File: src/rtl/hazard_scoreboard_pkg.sv
// Shared widths and priority-match types for the hazard scoreboard.
// Also carries the `W_REGF/`W_DATA width macros.
`ifndef HAZARD_SCOREBOARD_DEFINES
`define HAZARD_SCOREBOARD_DEFINES
`define W_REGF 5
`define W_DATA 32
`endif

package hazard_scoreboard_pkg;
  localparam int REGW_DEF  = `W_REGF;
  localparam int DATAW_DEF = `W_DATA;
  localparam int IDX_W     = 4;

  typedef logic [IDX_W-1:0] fwd_idx_t;

  typedef struct packed {
    logic     found;
    logic     rdy;
    fwd_idx_t idx;
  } match_t;
endpackage

File: src/rtl/fwd_match.sv
// Youngest-first priority search of one source over stages LO..NUM_FWD-1.
// Ports: src, regf/data/ready per stage -> m (match info), hit, hit_data.
module fwd_match
  import hazard_scoreboard_pkg::*;
#(
  parameter int NUM_FWD = 3,
  parameter int LO      = 0,
  parameter int REGW    = REGW_DEF,
  parameter int DATAW   = DATAW_DEF
) (
  input  logic [REGW-1:0]                src,
  input  logic [NUM_FWD-1:0][REGW-1:0]   regf,
  input  logic [NUM_FWD-1:0][DATAW-1:0]  data,
  input  logic [NUM_FWD-1:0]             ready,
  output match_t                         m,
  output logic                           hit,
  output logic [DATAW-1:0]               hit_data
);

  logic [DATAW-1:0] d;

  // Scan oldest to youngest so the youngest match is the last one kept.
  always_comb begin
    m = '0;
    d = '0;
    for (int k = NUM_FWD - 1; k >= LO; k--) begin
      if (src != '0 && regf[k] == src) begin
        m.found = 1'b1;
        m.rdy   = ready[k];
        m.idx   = fwd_idx_t'(k);
        d       = data[k];
      end
    end
    hit      = m.found & m.rdy;
    hit_data = hit ? d : '0;
  end

endmodule

File: src/rtl/hazard_scoreboard.sv
// Operand forwarding, load-use/branch stall and long-latency scoreboard.
// Ports: ID/EX sources, per-stage fwd info, lw issue/done -> stall, fwd, sb.
module hazard_scoreboard
  import hazard_scoreboard_pkg::*;
#(
  parameter int NUM_SRC  = 2,
  parameter int NUM_FWD  = 3,
  parameter int JB_DEPTH = 2,
  parameter int REGW     = REGW_DEF,
  parameter int DATAW    = DATAW_DEF
) (
  input  logic                           clk,
  input  logic                           resetn,
  input  logic                           id_valid,
  input  logic                           id_is_jb,
  input  logic [NUM_SRC-1:0][REGW-1:0]   id_src,
  input  logic [NUM_SRC-1:0][REGW-1:0]   ex_src,
  input  logic [NUM_FWD-1:0][REGW-1:0]   fwd_regf,
  input  logic [NUM_FWD-1:0][DATAW-1:0]  fwd_data,
  input  logic [NUM_FWD-1:0]             fwd_ready,
  input  logic                           lw_issue,
  input  logic [REGW-1:0]                lw_regf,
  input  logic                           lw_done,
  input  logic [REGW-1:0]                lw_done_regf,
  output logic                           stall,
  output logic [NUM_SRC-1:0]             fwd_id_hit,
  output logic [NUM_SRC-1:0][DATAW-1:0]  fwd_id_data,
  output logic [NUM_SRC-1:0]             fwd_ex_hit,
  output logic [NUM_SRC-1:0][DATAW-1:0]  fwd_ex_data,
  output logic                           sb_busy,
  output logic                           sb_err,
  output logic [31:0]                    stall_cnt
);

  localparam int NREG = 2 ** REGW;

  match_t               id_m [NUM_SRC];
  match_t               ex_m [NUM_SRC];
  logic   [NREG-1:0]    sb_q, sb_d;
  logic                 err_q, err_d;
  logic   [31:0]        stall_cnt_q;
  logic   [NUM_SRC-1:0] src_stall;
  logic                 set_v, clr_v;

  for (genvar i = 0; i < NUM_SRC; i++) begin : g_src
    fwd_match #(
      .NUM_FWD(NUM_FWD), .LO(0), .REGW(REGW), .DATAW(DATAW)
    ) u_id (
      .src(id_src[i]), .regf(fwd_regf), .data(fwd_data),
      .ready(fwd_ready), .m(id_m[i]),
      .hit(fwd_id_hit[i]), .hit_data(fwd_id_data[i])
    );
    fwd_match #(
      .NUM_FWD(NUM_FWD), .LO(1), .REGW(REGW), .DATAW(DATAW)
    ) u_ex (
      .src(ex_src[i]), .regf(fwd_regf), .data(fwd_data),
      .ready(fwd_ready), .m(ex_m[i]),
      .hit(fwd_ex_hit[i]), .hit_data(fwd_ex_data[i])
    );
  end

  // Scoreboard bit of r0 is never set, so (c) cannot fire for r0.
  always_comb begin
    for (int i = 0; i < NUM_SRC; i++) begin
      src_stall[i] =
        (id_m[i].found & ~id_m[i].rdy) |
        (id_is_jb & id_m[i].found & (int'(id_m[i].idx) < JB_DEPTH)) |
        (sb_q[id_src[i]] & ~fwd_id_hit[i]);
    end
  end

  assign stall = resetn & id_valid & (|src_stall);

  assign set_v = lw_issue & (lw_regf != '0);
  assign clr_v = lw_done & (lw_done_regf != '0);

  // Clear first, then set: a same-register issue/done pair ends set.
  always_comb begin
    sb_d = sb_q;
    if (clr_v) sb_d[lw_done_regf] = 1'b0;
    if (set_v) sb_d[lw_regf] = 1'b1;
    err_d = err_q |
            (set_v & sb_q[lw_regf]) |
            (clr_v & ~sb_q[lw_done_regf]);
  end

  always_ff @(posedge clk or negedge resetn) begin
    if (!resetn) begin
      sb_q        <= '0;
      err_q       <= 1'b0;
      stall_cnt_q <= '0;
    end else begin
      sb_q  <= sb_d;
      err_q <= err_d;
      if (stall && stall_cnt_q != 32'hFFFF_FFFF)
        stall_cnt_q <= stall_cnt_q + 32'd1;
    end
  end

  assign sb_busy   = |sb_q;
  assign sb_err    = err_q;
  assign stall_cnt = stall_cnt_q;

endmodule

File: config.mk
export PLATFORM = sky130hd
export DESIGN_NAME = hazard_scoreboard
export DESIGN_NICKNAME = d
export VERILOG_FILES = /design/src/rtl/hazard_scoreboard_pkg.sv /design/src/rtl/fwd_match.sv /design/src/rtl/hazard_scoreboard.sv
export SDC_FILE = /design/constraint.sdc
export NUM_CORES = 1
export LEC_CHECK = 0
export BUFFER_PORTS_ARGS = -buffer_cell sky130_fd_sc_hd__buf_2
export CAP_MARGIN = 20
export CORE_MARGIN = 4
export CORE_UTILIZATION = 53
export CTS_CLUSTER_DIAMETER = 200
export DETAILED_ROUTE_END_ITERATION = 8
export PLACE_DENSITY = 0.89
export REMOVE_ABC_BUFFERS = 1
export SETUP_SLACK_MARGIN = 0.2
export SYNTH_ARGS = -nofsm -noshare
export SYNTH_HDL_FRONTEND = slang
export SYNTH_SLANG_ARGS = --single-unit
File: constraint.sdc
create_clock -name clk -period 8.4 [get_ports clk]
set_input_delay 1.68 -clock clk [delete_from_list [all_inputs] [get_ports clk]]
set_output_delay 1.68 -clock clk [all_outputs]
set_load 0.03 [all_outputs]
==> metrics.txt <==
CP Capture Type=primary output; RSZ-0062 raised after global routing=no; Port Buffers=approximately 320; Final min period=6.485 ns; DRT iter0 DRCs=about 1700; Synthesis Warnings=0; final setup margin=1.915 ns; Tot GR Track Use=37.48%; Cell Area, Placed=roughly 0.0088 sq mm; fmax=0.1542 GHz; Fin Setup TNS=0 ns; area grow syn2layout=26.84%; Worst R2R Setup Slack=5.60 ns; largest cells by area after synthesis=dfrtp_1 (23%), a22oi_1 (10%), mux4_2 (8.5%); top_reg_cell synth=dfrtp_1; Via density=6.785; post-synth top area cell=dfrtp_1; peak supply drop=0.1972 mV; worst slew pin tran=0.9513 ns; Clock power frac=30.4%; flops & latches, synth=65; Die W=approximately 120 um; global-route wire length before repair=47490 um; Async SR Flop Fraction=100.0%; routability cong.=0.9945; # DRC=0; largest net degree at the start of global routing=slightly below 70; Final Skew=0.005591 ns; most frequent cells after synthesis=nor2_1 (148), a22oi_1 (100), nand3_1 (71); Final Cell Area=0.009112 sq mm; Setup Buffers After CTS=0; post-CTS sizing=0; total number of vias=9221; root buffer cell=clkbuf_16; Rel. slew slack=36.51%; htree depth=3; worst-skew pair later-pin latency=between 0.3 and 0.4 ns; final hold violation count=0; worst hold stages=2; crit path kind=in2out; sw frac=roughly 39%; Cells after Synth=between 900 and 1000; full die area=0.01548 sq mm; period utilization=77.20%; NumNets Final=1327; post-synthesis sequential area ratio=22.64%; most numerous cell in the Yosys netlist=nor2_1; Die Y=roughly 120 um; Hold EP=sb_err; Max-cap violations=0; status=finished, final reports clean; Final Max Slew Viols=0; Reg2Reg Depth=9; hold path startpoint=sb_err; Avg WL per Cell=22.96 um; path type of the worst min-delay path=reg2reg; leakage power=3.817 nW; Critical Path RT=6.72 ns; Final ANT Viol Nets=0; Switch Pwr=0.4855 mW; post-layout util=68.81%; Sink Count=65; dpl ws=2.031 ns; hold buffer count at cts=0; global route overflow=0; row count=42; Initial Util=around 54%; DP HPWL=around 23000 um; share of cells above drive strength 1=33.95%; top-area cell type share of the netlist area=22.64%; FF-to-FF End=stall_cnt[1]; Core ar.=0.01324 sq mm; CP max FO=33; synthesized area per cell=7.809 sq um; Critical R2R Launch=sb_q[15]; Synth Cell Area=slightly above 0.007 sq mm; Power Density=~140 mW/mm^2; total power=between 1 and 1.5 mW; Synth cell types=58; final WL=31200 um; EDFF count, synth=0; I/O Pins=approximately 320; antenna violations before repair=3; vias in the first global route=8279; Internal Power=0.7687 mW; clock transition at the registers of the reported paths=0.06 ns; Final setup viols=0; CTS buffer count=9; Seq pwr share=35.5%; maximum clock path buffer count=2; CTS tree=built; critical path startpoint category=primary input; Worst EP arrival=4.80 ns; drt pass-1 iters=8; combinational fraction of design power=roughly a third
[placed cells by master (no fill, tap or decap), types with 3 or more instances in the layout]
cell,instances
mux4_2,27
nor3_1,11
nand3_1,71
buf_4,17
nand2b_1,4
nor2b_1,8
buf_2,316
nand4b_1,3
mux2i_1,10
o21ai_0,66
xor2_1,33
nor4_4,6
inv_6,3
a311oi_1,32
nand2_1,54
clkbuf_16,9
nand3b_1,11
a21oi_1,5
xnor2_1,47
a22oi_1,98
or3_1,5
nor4_1,10
nor2_1,147
and2_1,3
a211oi_1,36
dfrtp_1,65
and3_1,14
inv_1,11
nand4_1,13
[layout make-up]
| class | count | area, sq um |
|---|---|---|
| diodes | 2 | 5.005 |
| clock buffers | 9 | 225.2 |
| clock inverters | 7 | 76.32 |
| fillers | 1089 | 4130 |
| inverters | 13 | 48.80 |
| multi-input cells | 754 | 5201 |
| flip-flops and latches | 65 | 1627 |
| well taps | 176 | 220.2 |
| repair buffers | 333 | 1709 |
[cells by family after synthesis]
logic type	synth area share, %
and+or+nand+nor	25.69
DFF	22.64
adders and majority gates	0.1741
xor gates and xnor gates	9.753
muxes	10.33
buffers and inverters	5.973
AOI/OAI and AO/OA	25.44
[worst max-delay path, cell delays in order]
cell      delay, ns
buf_2          0.20
nor3_1         0.26
nor3b_2        0.34
nor4_1         0.14
nand3_1        0.10
a31o_2         0.73
clkinv_1       0.31
o221ai_4       0.25
buf_4          0.35
nor2b_1        0.20
buf_2          0.23
[through the flow]
stage          hold WS, ns  instances
2_1_floorplan       0.4024        832
3_3_place_gp        0.4499       1341
3_5_place_dp        0.4472       1341
4_1_cts             0.4688       1357
5_1_grt             0.5008       1357
6_report            0.4701       1359
[flip-flops by register name (all words and copies together), names as in the netlist]
signal	cells
stall_cnt	32
sb_q	32
sb_err	1
[how the worst max path moves through the flow]
stage                     startpoint  endpoint  slack, ns
final                      id_src[1]     stall       1.92
after global routing       id_src[1]     stall       1.77
after CTS                  id_src[1]     stall       2.02
after detailed placement   id_src[1]     stall       2.03
after global placement     id_src[1]     stall       2.10
after floorplan            id_src[8]     stall       0.47
[power by group through the flow]
stage	Combinational, mW	Clock (mW)	Sequential [mW]
after floorplan	0.231	0	0.432
after global placement	0.403	0	0.435
after detailed placement	0.412	0	0.439
after CTS	0.419	0.382	0.436
after global routing	0.456	0.395	0.448
final	0.428	0.381	0.445
[routing by layer]
metal | wire, um | GRT usage, %
met5 | 19 | 0
met1 | 10780 | 49.11
met4 | 1401 | 14.25
met3 | 4199 | 8.705
met2 | 14800 | 60.34
No activity file was read; power rests on OpenSTA's default activity.
